**config.mk**
```make
export PLATFORM = sky130hd
export DESIGN_NAME = shift_request_scheduler
export DESIGN_NICKNAME = d
export VERILOG_FILES = /design/src/rtl/shift_request_scheduler.sv
export SDC_FILE = /design/constraint.sdc
export NUM_CORES = 1
export LEC_CHECK = 0
export CAP_MARGIN = 20
export CORE_MARGIN = 2
export CORE_UTILIZATION = 40
export DETAILED_ROUTE_END_ITERATION = 16
export GPL_TIMING_DRIVEN = 0
export PLACE_DENSITY = 0.77
export SYNTH_ARGS = -nofsm -noshare
export SYNTH_HDL_FRONTEND = slang
export SYNTH_SLANG_ARGS = --single-unit
export TNS_END_PERCENT = 20
```
**constraint.sdc**
```tcl
create_clock -name clk -period 6.6 [get_ports clk]
set_input_delay 1.65 -clock clk [delete_from_list [all_inputs] [get_ports clk]]
set_output_delay 1.65 -clock clk [all_outputs]
set_load 0.01 [all_outputs]
```
**src/rtl/shift_request_scheduler.sv**
```systemverilog
// shift_request_scheduler: round-robin sharing of one base-3 barrel shifter between two requesters,
// with amount-to-digit conversion, a fixed shifter latency wait and a valid/ready response port.
module shift_request_scheduler #(
  parameter int SHIFT_LAT = 0,
  parameter int WIDTH = 16
) (
  input  logic             clk,
  input  logic             rst_n,
  input  logic             req0_valid,
  output logic             req0_ready,
  input  logic [WIDTH-1:0] req0_data,
  input  logic [3:0]       req0_amt,
  input  logic [1:0]       req0_op,
  input  logic             req1_valid,
  output logic             req1_ready,
  input  logic [WIDTH-1:0] req1_data,
  input  logic [3:0]       req1_amt,
  input  logic [1:0]       req1_op,
  output logic [WIDTH-1:0] sh_data,
  output logic [1:0]       sh_op,
  output logic [1:0]       sh_base3_0,
  output logic [1:0]       sh_base3_1,
  output logic [1:0]       sh_base3_2,
  input  logic [WIDTH-1:0] sh_result,
  output logic             resp_valid,
  input  logic             resp_ready,
  output logic [WIDTH-1:0] resp_data,
  output logic             resp_id,
  output logic             resp_err,
  output logic             busy
);
  localparam int CW = $clog2(SHIFT_LAT + 2);
  typedef enum logic [1:0] {IDLE, CONV, WAIT, RESP} state_t;
  state_t state, state_nx;
  logic last, g1, acc, wait_done;
  logic [1:0] in_op, op, d0, d1, d2;
  logic [3:0] amt, r;
  logic [WIDTH-1:0] data;
  logic [CW-1:0] cnt;
  // last = 1 means requester 1 won the previous grant, so requester 0 wins a tie
  always_comb begin
    g1 = req1_valid & (~req0_valid | ~last);
    req0_ready = (state == IDLE) & req0_valid & ~g1;
    req1_ready = (state == IDLE) & g1;
    acc = req0_ready | req1_ready;
    in_op = g1 ? req1_op : req0_op;
    wait_done = cnt == CW'(SHIFT_LAT);
    resp_valid = state == RESP;
    busy = state != IDLE;
    state_nx = state == IDLE ? (acc ? (in_op == 2'b11 ? RESP : CONV) : IDLE) :
               state == CONV ? WAIT :
               state == WAIT ? (wait_done ? RESP : WAIT) :
               (resp_ready ? IDLE : RESP);
  end
  always_comb begin
    d2 = {1'b0, amt >= 4'd9};
    r = amt >= 4'd9 ? amt - 4'd9 : amt;
    d1 = r >= 4'd6 ? 2'd2 : r >= 4'd3 ? 2'd1 : 2'd0;
    d0 = 2'(r >= 4'd6 ? r - 4'd6 : r >= 4'd3 ? r - 4'd3 : r);
  end
  always_ff @(posedge clk or negedge rst_n)
    if (!rst_n) state <= IDLE;
    else state <= state_nx;
  always_ff @(posedge clk or negedge rst_n) begin
    if (!rst_n) begin
      last <= 1'b1;
      data <= '0;
      amt <= '0;
      op <= '0;
      cnt <= '0;
      sh_data <= '0;
      sh_op <= '0;
      sh_base3_0 <= '0;
      sh_base3_1 <= '0;
      sh_base3_2 <= '0;
      resp_data <= '0;
      resp_id <= 1'b0;
      resp_err <= 1'b0;
    end else begin
      if (acc) begin
        data <= g1 ? req1_data : req0_data;
        amt <= g1 ? req1_amt : req0_amt;
        op <= in_op;
        last <= g1;
        resp_id <= g1;
        resp_err <= in_op == 2'b11;
        resp_data <= '0;
      end
      if (state == CONV) begin
        sh_data <= data;
        sh_op <= op;
        sh_base3_0 <= d0;
        sh_base3_1 <= d1;
        sh_base3_2 <= d2;
        cnt <= '0;
      end
      if (state == WAIT) begin
        cnt <= cnt + 1'b1;
        if (wait_done) resp_data <= sh_result;
      end
    end
  end
endmodule

```
* Word level (Yosys, flattened, before mapping)
Cells that the tools add are included.
** Storage, ports and cells
- Bits in registers :: 67
- Input bits :: 65
- Output and inout bits :: 46
- Logic and storage cells :: 57
** Operators by class
- $add $sub $neg :: 4
- Magnitude comparators :: 3
- Eq/ne operators :: 4
- Multiplexer cells :: 20
- Bitwise gates (word level) :: 9
- Reductions and logical operators :: 3
** Operators by type and width (number)
- 16-bit 2-to-1 mux :: 4
- 2-bit 2-to-1 mux :: 10
- 4-bit 2-to-1 mux :: 2
- 2-bit == test (second input constant) :: 3
- 1-bit bitwise AND :: 4
- 4-bit by 2-bit greater-or-equal comparator with 1-bit output (second input constant) :: 1
- 4-bit by 3-bit greater-or-equal comparator with 1-bit output (second input constant) :: 1
- 4-bit greater-or-equal comparator (second input constant) :: 1
- 1-bit 2-to-1 mux :: 4
- 2-bit nonzero test :: 2
- 2-bit subtractor (second input constant) :: 2
- 4-bit subtractor (second input constant) :: 1
- 1-bit NOT :: 3
- 2-bit by 1-bit == test with 1-bit output (second input constant) :: 1
- 2-bit logical NOT :: 1
- 1-bit bitwise OR :: 2
- 1-bit adder (second input constant) :: 1

* Depth between registers and ports, before layout
- Word-level depth :: 9
- Gate-level depth with buffers :: 10
- Gate-level depth less buffers :: 10

* Worst setup path after synthesis
Ideal clock, no wire load.
- Kind :: input-to-output
- Start point :: in req1_valid
- End point :: out req0_ready
- Arrival :: 2.350 ns
- Data required time :: 4.950 ns
- Setup slack :: 2.600 ns
- Cell stages on the path :: 4
- Cell sequence :: a21boi_0 buf_2 buf_2 nor2_1
** Between the ends
- Longest elaborated chain between the ends :: 3
** RTL lines
- from (decl) :: RTL line 14 : input logic req1_valid,
- 1-bit bitwise AND :: RTL line 42 : g1 = req1_valid & (~req0_valid | ~last);
- 1-bit NOT :: RTL line 43 : req0_ready = (state == IDLE) & req0_valid & ~g1;
- 1-bit bitwise AND :: RTL line 43
- to (decl) :: RTL line 10 : output logic req0_ready,
Every way passes these cells.

* Worst setup path in the final report
Ends and elaborated chain as after synthesis.

==> metrics <==
number of global-route vias before repair=2,577; DR vias=2,564; Seq pwr share=35.8%; Seq/Total Area, Yosys=54.03%; number of flops mapped to enable cells by yosys=0; Post-synth ARST share=100.0%; Final Setup Violations=0; pin count of the biggest net entering global routing=68; Multi-input gate area=0.001295 mm^2; synth unique cells=42; initial core utilization=40.82%; drc violations=0; Worst Max-Slew Pin Slew=0.8294 ns; TritonRoute pass-1 iters=4; number of port buffers=109; pre-CTS setup slack=1.475 ns; antenna viol nets, final=0; post-cts resize count=0; Slew HR=44.71%; f_max=196.1 MHz; Main synth FF type=dfrtp_1; CORE AREA=0.007607 mm^2; Hold Crit Class=reg -> reg; static leakage=1.980 nW; critical path class=in -> out; FP Rows=32; Final min period=5.098 ns; Arr. time, crit path=3.45 ns; Synth top area share=53.18%; TritonCTS Buffers=9; Total Wirelength=7310 um; Diodes inserted=0; clock power share=15.5%; initial antenna violation count=0; final setup skew=0.008547 ns; Iteration-0 DRC Markers=90; syn_nets=364; DR WL/cell=14.08 um; Clock transition at path regs=0.07 ns; Fin Setup TNS=0 ns; H-tree Lvls=3; Required @ worst endpoint=4.95 ns; Final nets=484; Worst Path Max Fanout=10; Sink Count=67; maximum VDD drop=0.1737 mV; I/O pins=111; Worst-Skew Late Latency=0.34 ns; HPWL after DPL=5487 um; PwrDens=438.9 mW/mm^2; P&R area growth vs syn=44.96%; Internal=1.258 mW; Die X=92.11 um; routed vias/inst=4.940; Worst Setup Slack, final=1.502 ns; grt ovf=0; Synth Cell Area=0.003105 mm^2; Total Power=1.976 mW; Die Ht=92.11 um; Clk Tree Root Cell=clkbuf_8; first-pass GRT wire length=12,170 um; Tot GR Track Use=18.26%; Post-CTS Hold Buffers=0; endpoints failing hold=0; Net Sw Power=0.7180 mW; Cells after Synth=292; synth top area cells=dfrtp_1 (53%), nand2_1 (7.4%), mux2_2 (7.3%), mux2i_1 (7.1%), o21ai_0 (6.4%); synth warn=0; fin crit share=77.25%; ratio of cells with drive above 1 in the final layout=11.75%; #FFs+latches synth=67; Setup Fix Bufs, Post-CTS=0; max-slew violation count=0; switching share of total power=36.34%; Max clock buf depth=2; sequential cell area=0.001678 mm^2; Startpoint Class=input port; most area-hungry cell type in the Yosys netlist=dfrtp_1; RSZ-0062 raised after global routing=false; Max Cap Viol=0; combinational share of power=48.7%; GPL Wtd Cong=0.7432; CTS tree=built; Mapped Avg Cell Area=10.64 um^2; Die ar.=0.008484 mm^2; Worst Setup End Kind=primary output; outcome=finished clean; filler instances=663
[placed cells by master (no fill, tap or decap), types with 2 or more instances in the layout]
cell               n
nand2_1           61
a21boi_0           3
o211ai_1           2
a31oi_1            2
a21o_1             4
ha_1               7
buf_4              4
inv_1              9
mux2i_1           22
mux2_2            20
clkbuf_8          11
buf_2              4
nor3_1             3
nand3_1            2
clkinv_2           2
a21oi_1            2
o31ai_1            2
o21ai_0           40
dfrtp_1           66
clkdlybuf4s50_1  108
clkinvlp_4         2
or2b_1             3
clkbuf_1          12
nor2_1             4
[metrics by stage]
| stage | instance area [um^2] | cells | hold WS [ns] | util (%) |
|---|---|---|---|---|
| 2_1_floorplan | 3105 | 292 | 0.4444 | - |
| 3_3_place_gp | 4324 | 503 | 0.4575 | 56.84 |
| 3_5_place_dp | 4322 | 503 | 0.4649 | 56.81 |
| 4_1_cts | 4502 | 519 | 0.4811 | 59.18 |
| 5_1_grt | 4502 | 519 | 0.5027 | 59.18 |
| 6_report | 4502 | 519 | 0.4790 | 59.18 |
[cells in the mapped netlist, drive strengths merged (3+ instances only)]
library cell and number:
dfrtp 66, nand2 61, o21ai 41, mux2i 22, mux2 20, clkbuf 11, buf 9, inv 9
ha 7, a21o 4, nor2 4, a21boi 3, nor3 3, o211ai 3, or2b 3
[worst paths after layout]
path                                            from                        end  slack [ns]  depth (start not counted)
worst max-delay path                      req1_valid                 req0_ready        1.50                          6
worst min-delay path            data[14]$_DFFE_PN0P_       data[14]$_DFFE_PN0P_        0.48                          2
worst max register to register    amt[1]$_DFFE_PN0P_  sh_base3_0[1]$_DFFE_PN0P_        3.87                         10
worst min register to register  data[14]$_DFFE_PN0P_       data[14]$_DFFE_PN0P_        0.48                          2
max in group asynchronous                      rst_n     resp_data[1]$_DFF_PN0_        4.64                          1
min in group asynchronous                      rst_n  sh_base3_1[1]$_DFFE_PN0P_        1.40                          1
[registers in the layout, indices dropped and copies added (netlist names)]
| register | flops |
|---|---|
| data | 16 |
| resp_data | 16 |
| sh_data | 16 |
| amt | 4 |
| op | 2 |
| sh_base3_0 | 2 |
| sh_base3_1 | 2 |
| sh_op | 2 |
| state | 2 |
| cnt | 1 |
| last | 1 |
| resp_err | 1 |
| resp_id | 1 |
| sh_base3_2 | 1 |
[power by group through the flow]
stage / clock [mW] / combinational, mW / sequential [mW]
6_report: 0.306 / 0.963 / 0.707
5_1_grt: 0.335 / 1.07 / 0.733
4_1_cts: 0.315 / 0.978 / 0.709
3_5_place_dp: 0 / 0.975 / 0.714
3_3_place_gp: 0 / 0.947 / 0.706
2_1_floorplan: 0 / 0.512 / 0.745
[routing by layer]
layer  up-vias  global-route usage, %  part of all wire [%]
met5         -                      0                     0
met4         0                  5.846                   1.2
met3        11                  5.998                   6.1
met2        86                  29.23                    48
li1       1243                      -                     -
met1      1224                  23.52                    45
[critical path: stages]
cell             delay [ns]
clkdlybuf4s50_1        0.49
a21boi_0               0.17
buf_2                  0.22
buf_2                  0.34
nor2_1                 0.09
clkdlybuf4s50_1        0.48
[kinds of logic after synthesis]
group           count (synthesis)  share of synthesized area, %
flops                          67                         54.03
simple gates                   82                         12.05
mux                            42                         14.34
buf+inv                        29                         4.271
other cells                     1                        0.1208
compound gates                 64                         12.37
fa+ha+maj                       7                         2.820
[cell type report]
type	instances	share of cell area, %
clock buffer	12	3.446
multi-input combinational	196	28.77
buffer	20	2.196
sequential	67	37.27
timing repair buffer	109	24.18
clock inverter	4	0.5559
tap	102	2.835
inverter	9	0.7504
No activity file was read; power rests on OpenSTA's default activity.
==> RTL edit 1: new RTL, config.mk and constraints unchanged <==
Make the reset (`rst_n`) synchronous in 2 clocked blocks.
--- a/src/rtl/shift_request_scheduler.sv
+++ b/src/rtl/shift_request_scheduler.sv
@@ -59,8 +59,8 @@
     d0 = 2'(r >= 4'd6 ? r - 4'd6 : r >= 4'd3 ? r - 4'd3 : r);
   end
-  always_ff @(posedge clk or negedge rst_n)
+  always_ff @(posedge clk)
     if (!rst_n) state <= IDLE;
     else state <= state_nx;
-  always_ff @(posedge clk or negedge rst_n) begin
+  always_ff @(posedge clk) begin
     if (!rst_n) begin
       last <= 1'b1;
Formal check against the unedited RTL: differs if rst_n is asserted again (counterexample within 4 cycles, from zero or initial values and one cycle with rst_n low); with rst_n held inactive, the same outputs for 10 cycles.
==> RTL edit 1 against the unedited design <==
Cell count grew 5.0%; sequential cell count stayed put; hold slack worse by 22 ps; area after synthesis is 1.0% lower; first-iteration DRC count shrank 19%; routed wire length grew 3.7%; die area fell by 1.0%; cell area down 0.94%; setup slack worse by 50 ps; highest routed layer unchanged.
Power is not compared: it rests on default switching activity, and its combinational part moved more than twofold at a synthesized area within 25%.
==> RTL edit 1: results (changes against the unedited design) <==
.. list-table::
   :header-rows: 1

   * - Metric
     - Value
   * - First-pass GRT wire length
     - 12700 µm (+4.5%)
   * - M2 GR Usage
     - 0.328 (+0.0362)
   * - R2R Setup Slk
     - 4410 ps (+540 ps)
   * - Post-synthesis sequential area ratio
     - 0.436 (-0.104)
   * - Ratio of cells with drive above 1 in the final layout
     - 0.0561 (-0.0615)
   * - Total Nets Final
     - 515 (+6.4%)
   * - Via count
     - 2687 (+4.8%)
   * - Static Leak
     - about 0.0018 µW
   * - Met3 capacity usage during global routing
     - 0.0641 (+0.00411)
   * - Startpoint of the worst hold path
     - resp_err
   * - Crit path max-delay family
     - buffers and inverters
   * - YS warnings
     - 0 (unchanged)
   * - Clock Pin Slew Worst Setup and Hold Paths
     - about 60 ps
   * - Share of synthesized flip-flops with an asynchronous set or reset
     - 0 (-1.00)
   * - Worst IR drop on VDD
     - 0.000125 V
   * - Maximum root-to-sink buffer count
     - 2 (unchanged)
   * - Met1 usage
     - 0.229 (-0.00610)
   * - Registers with the most flip-flops
     - data (16), resp_data (16), sh_data (16)
   * - Number of buffers inserted by port buffering
     - 108 (-0.92%)
   * - Post-Route Setup TNS
     - 0 ps (unchanged)
   * - Number of global-route vias before repair
     - 2769 (+7.5%)
   * - First-iteration detailed-routing DRC count
     - 73 (-19%)
   * - End of the worst hold path
     - resp_err
   * - Largest net degree at the start of global routing
     - 11 (-84%)
   * - Result of the run
     - complete, no violations
   * - Most common library cells after synthesis
     - sky130_fd_sc_hd__dfxtp_1, sky130_fd_sc_hd__nand2_1, sky130_fd_sc_hd__mux2i_1
   * - Count of non-filler cells in the finished layout
     - 545 (+5.0%)
   * - Number of unique standard cell types used by synthesis
     - 38 (-9.5%)
   * - Cell count after placement
     - 531 (+5.6%)
   * - R2R cell count
     - 10 (unchanged)
   * - Total routing resource utilization after global routing
     - 0.190 (+0.00719)
   * - Routed WL
     - 7580 µm (+3.7%)
   * - Setup slack after placement
     - 1460 ps (-16.7 ps)
   * - Arrival time at the worst endpoint
     - 3500 ps (+50 ps)
   * - # fillers
     - 639 (-3.6%)
   * - Initial antenna violation count
     - 0 (unchanged)
   * - Max transition margin
     - 0.601 (+0.154)
   * - Clock tree root driver cell
     - sky130_fd_sc_hd__clkbuf_8
   * - Worst reg2reg path startpoint
     - amt[1]
   * - Antenna diode count
     - 0 (unchanged)
   * - Sw Share
     - 0.295
   * - Number of detailed-route iterations in the first pass
     - 4 (unchanged)
   * - Fin Clk Skew
     - 4.03 ps (-4.52 ps)
   * - Synthesized netlist net count
     - 396 (+8.8%)
   * - Longest individual stage delay on the worst path
     - 520 ps (+30 ps)
   * - Detail Placement HPWL
     - 5610 µm (+2.3%)
   * - Leading post-synthesis cells by cell area
     - sky130_fd_sc_hd__dfxtp_1, sky130_fd_sc_hd__mux2i_1, sky130_fd_sc_hd__o211a_1
   * - Final weighted congestion of routability-driven global placement
     - 0.829 (+12%)
   * - Cells after Synth
     - 324 (+11%)
   * - Capture instance of the worst register-to-register path
     - sh_base3_1[0]
-- RTL edit 1: stage by stage --
step                power, µW  instance area [µm²]  utilization  hold WS, ps
CTS                      1150                 4460        0.608          462
global route             1210                 4460        0.608          488
floorplan                 689                 3070            -          472
global placement          819                 4280        0.584          445
detailed placement        828                 4280        0.584          454
finish                   1140                 4460        0.608          457
-- RTL edit 1: how the worst max path moves through the flow --
stage	from	slack [ps]	to	depth (start not counted)
4_1_cts	req1_valid	1420	req0_ready	6
6_report	req1_valid	1450	req0_ready	6
3_5_place_dp	req1_valid	1460	req0_ready	6
3_3_place_gp	req1_valid	1460	req0_ready	6
5_1_grt	req0_valid	1370	req0_ready	6
2_1_floorplan	req1_valid	2630	req0_ready	4
-- RTL edit 1: final cells by class --
class | count | share of cell area
plain buffers | 24 | 0.0224
inverters | 12 | 0.0101
flip-flops and latches | 67 | 0.301
clock buffers | 11 | 0.0317
well taps | 99 | 0.0278
repair buffers | 108 | 0.242
clock inverters | 3 | 0.00898
multi-input cells | 221 | 0.356
-- RTL edit 1: power groups by stage --
stage          combinational, µW  sequential, µW  clock, µW
4_1_cts                      341             481        329
2_1_floorplan                195             494          0
5_1_grt                      373             487        347
6_report                     337             481        319
3_5_place_dp                 338             489          0
3_3_place_gp                 332             487          0
-- RTL edit 1: layer usage --
layer / vias to the layer above / wire length (µm)
li1: 1343 / -
met1: 1247 / 3400
met2: 89 / 3630
met3: 8 / 488
met4: 0 / 55
met5: - / 0
-- RTL edit 1: cell families after synthesis --
family	Yosys count	share of synthesized area
XOR/XNOR	1	0.00285
other	1	0.00122
AO/OA/AOI/OAI	61	0.171
flip-flops	67	0.436
adder cells (fa/ha/maj)	7	0.0285
multiplexers	43	0.140
buffers and inverters	36	0.0472
AND/OR/NAND/NOR	108	0.173
==> RTL edit 2: new RTL, same settings <==
Without the edit above. Set the parameter `WIDTH` to 32 (it was 16).
--- a/src/rtl/shift_request_scheduler.sv
+++ b/src/rtl/shift_request_scheduler.sv
@@ -3,5 +3,5 @@
 module shift_request_scheduler #(
   parameter int SHIFT_LAT = 0,
-  parameter int WIDTH = 16
+  parameter int WIDTH = 32
 ) (
   input  logic             clk,
Ports: changed (5 resized); port bits go from 111 to 191. The function was not compared with the original's and may differ.
==> RTL edit 2 against the unedited design <==
Routed wire length up 85%; die area rose by 58%; setup slack worse by 300 ps; total power rose by 89%; sequential cell count up 48; cell area grew 72%; area after synthesis grew 61%; non-clock buffer count grew 92.
==> RTL edit 2: results (changes against the unedited design) <==
.. list-table::
   :header-rows: 1

   * - Metric
     - Value
   * - Most common library cells after synthesis
     - sky130_fd_sc_hd__dfrtp_1, sky130_fd_sc_hd__nand2_1, sky130_fd_sc_hd__o21ai_1
   * - Mean Syn Cell Area
     - 10.9 µm² (+2.2%)
   * - Number of detailed-route iterations in the first pass
     - 6 (+2)
   * - Sw Share
     - 0.335 (-0.0285)
   * - Relative area of clock buffers and inverters in the final design
     - 0.0782 (+0.0381)
   * - H-tree Lvls
     - 4 (+1)
   * - Clock Pin Slew Worst Setup and Hold Paths
     - 50 ps (-20 ps)
   * - Number of buffers inserted by port buffering
     - 189 (+73%)
   * - Clock tree root driver cell
     - sky130_fd_sc_hd__clkbuf_16
   * - Placed Area
     - 0.00713 mm² (+65%)
   * - Routed length per placed instance
     - 15.9 µm (+13%)
   * - Final weighted congestion of routability-driven global placement
     - 0.778 (+4.7%)
   * - Internal power
     - 2480 µW (+97%)
   * - Fin Clk Skew
     - 8.51 ps (-0.0340 ps)
   * - First-pass GRT wire length
     - 21700 µm (+78%)
   * - Multi-input gates
     - 305 (+56%)
   * - Skew-Pair Late Insertion Delay
     - 410 ps (+70 ps)
   * - Detail Placement HPWL
     - 10100 µm (+84%)
   * - Largest net degree at the start of global routing
     - 72 (+5.9%)
   * - Via/cell ratio
     - 4.94 (about the same)
   * - Area used by sequential logic in the layout
     - 0.00288 mm² (+72%)
   * - Worst IR drop on VDD
     - 0.000196 V (+13%)
   * - Setup slack after placement
     - 1190 ps (-283 ps)
   * - Cell count after placement
     - 818 (+63%)
   * - Leading post-synthesis cells by cell area
     - sky130_fd_sc_hd__dfrtp_1, sky130_fd_sc_hd__nand2_1, sky130_fd_sc_hd__mux2_2
   * - Num CTS Buffers
     - 17 (+8)
   * - # fillers
     - 1002 (+51%)
   * - Data buffer area share
     - 0.267 (+0.00275)
   * - Proportion of cell area occupied by multi-input gates
     - 0.251 (-0.0362)
   * - Number of flip-flops and latches
     - 115 (+72%)
   * - Worst-Margin Slew
     - 589 ps (-241 ps)
   * - Number of global-route vias before repair
     - 4445 (+72%)
   * - Number of unique standard cell types used by synthesis
     - 38 (-9.5%)
   * - Clock network power share
     - 0.250 (+0.095)
   * - Cell area after layout
     - 0.00773 mm² (+72%)
   * - Static Leak
     - 0.00341 µW (+72%)
   * - Logic power comb
     - 1590 µW (+65%)
   * - First-iteration detailed-routing DRC count
     - 182 (+100%)
   * - Routed WL
     - 13500 µm (+85%)
   * - Total Nets Final
     - 789 (+63%)
   * - Post-synthesis sequential area ratio
     - 0.576 (+0.0354)
   * - Registers with the most flip-flops
     - data (32), resp_data (32), sh_data (32)
   * - Result of the run
     - complete, no violations
RTL edit 2: worst paths after layout:
check	startpoint	endpoint	slack, ps	cells after the start
hold reg to reg	data[2]	data[2]	480	2
max in group asynchronous	rst_n	last	4580	2
setup reg to reg	amt[0]	sh_base3_1[0]	4200	9
setup / recovery	req1_valid	req1_ready	1200	6
hold / removal	data[2]	data[2]	480	2
min in group asynchronous	rst_n	sh_data[11]	1240	1
RTL edit 2: kinds of logic after synthesis:
logic type                 after synthesis  synth area share
other                                    1          0.000750
adders and majority gates                7            0.0175
AOI/OAI and AO/OA                       90            0.0953
buffers and inverters                   40            0.0355
DFF                                    115             0.576
muxes                                   77             0.165
and+or+nand+nor                        128             0.105
xor gates and xnor gates                 2           0.00500
RTL edit 2: routing by layer:
layer	vias to the layer above	track usage	wire length [µm]
met2	133	0.365	6950
met3	23	0.0722	930
met1	2063	0.248	5330
met5	-	0	0
met4	0	0.0778	316
li1	1973	-	-
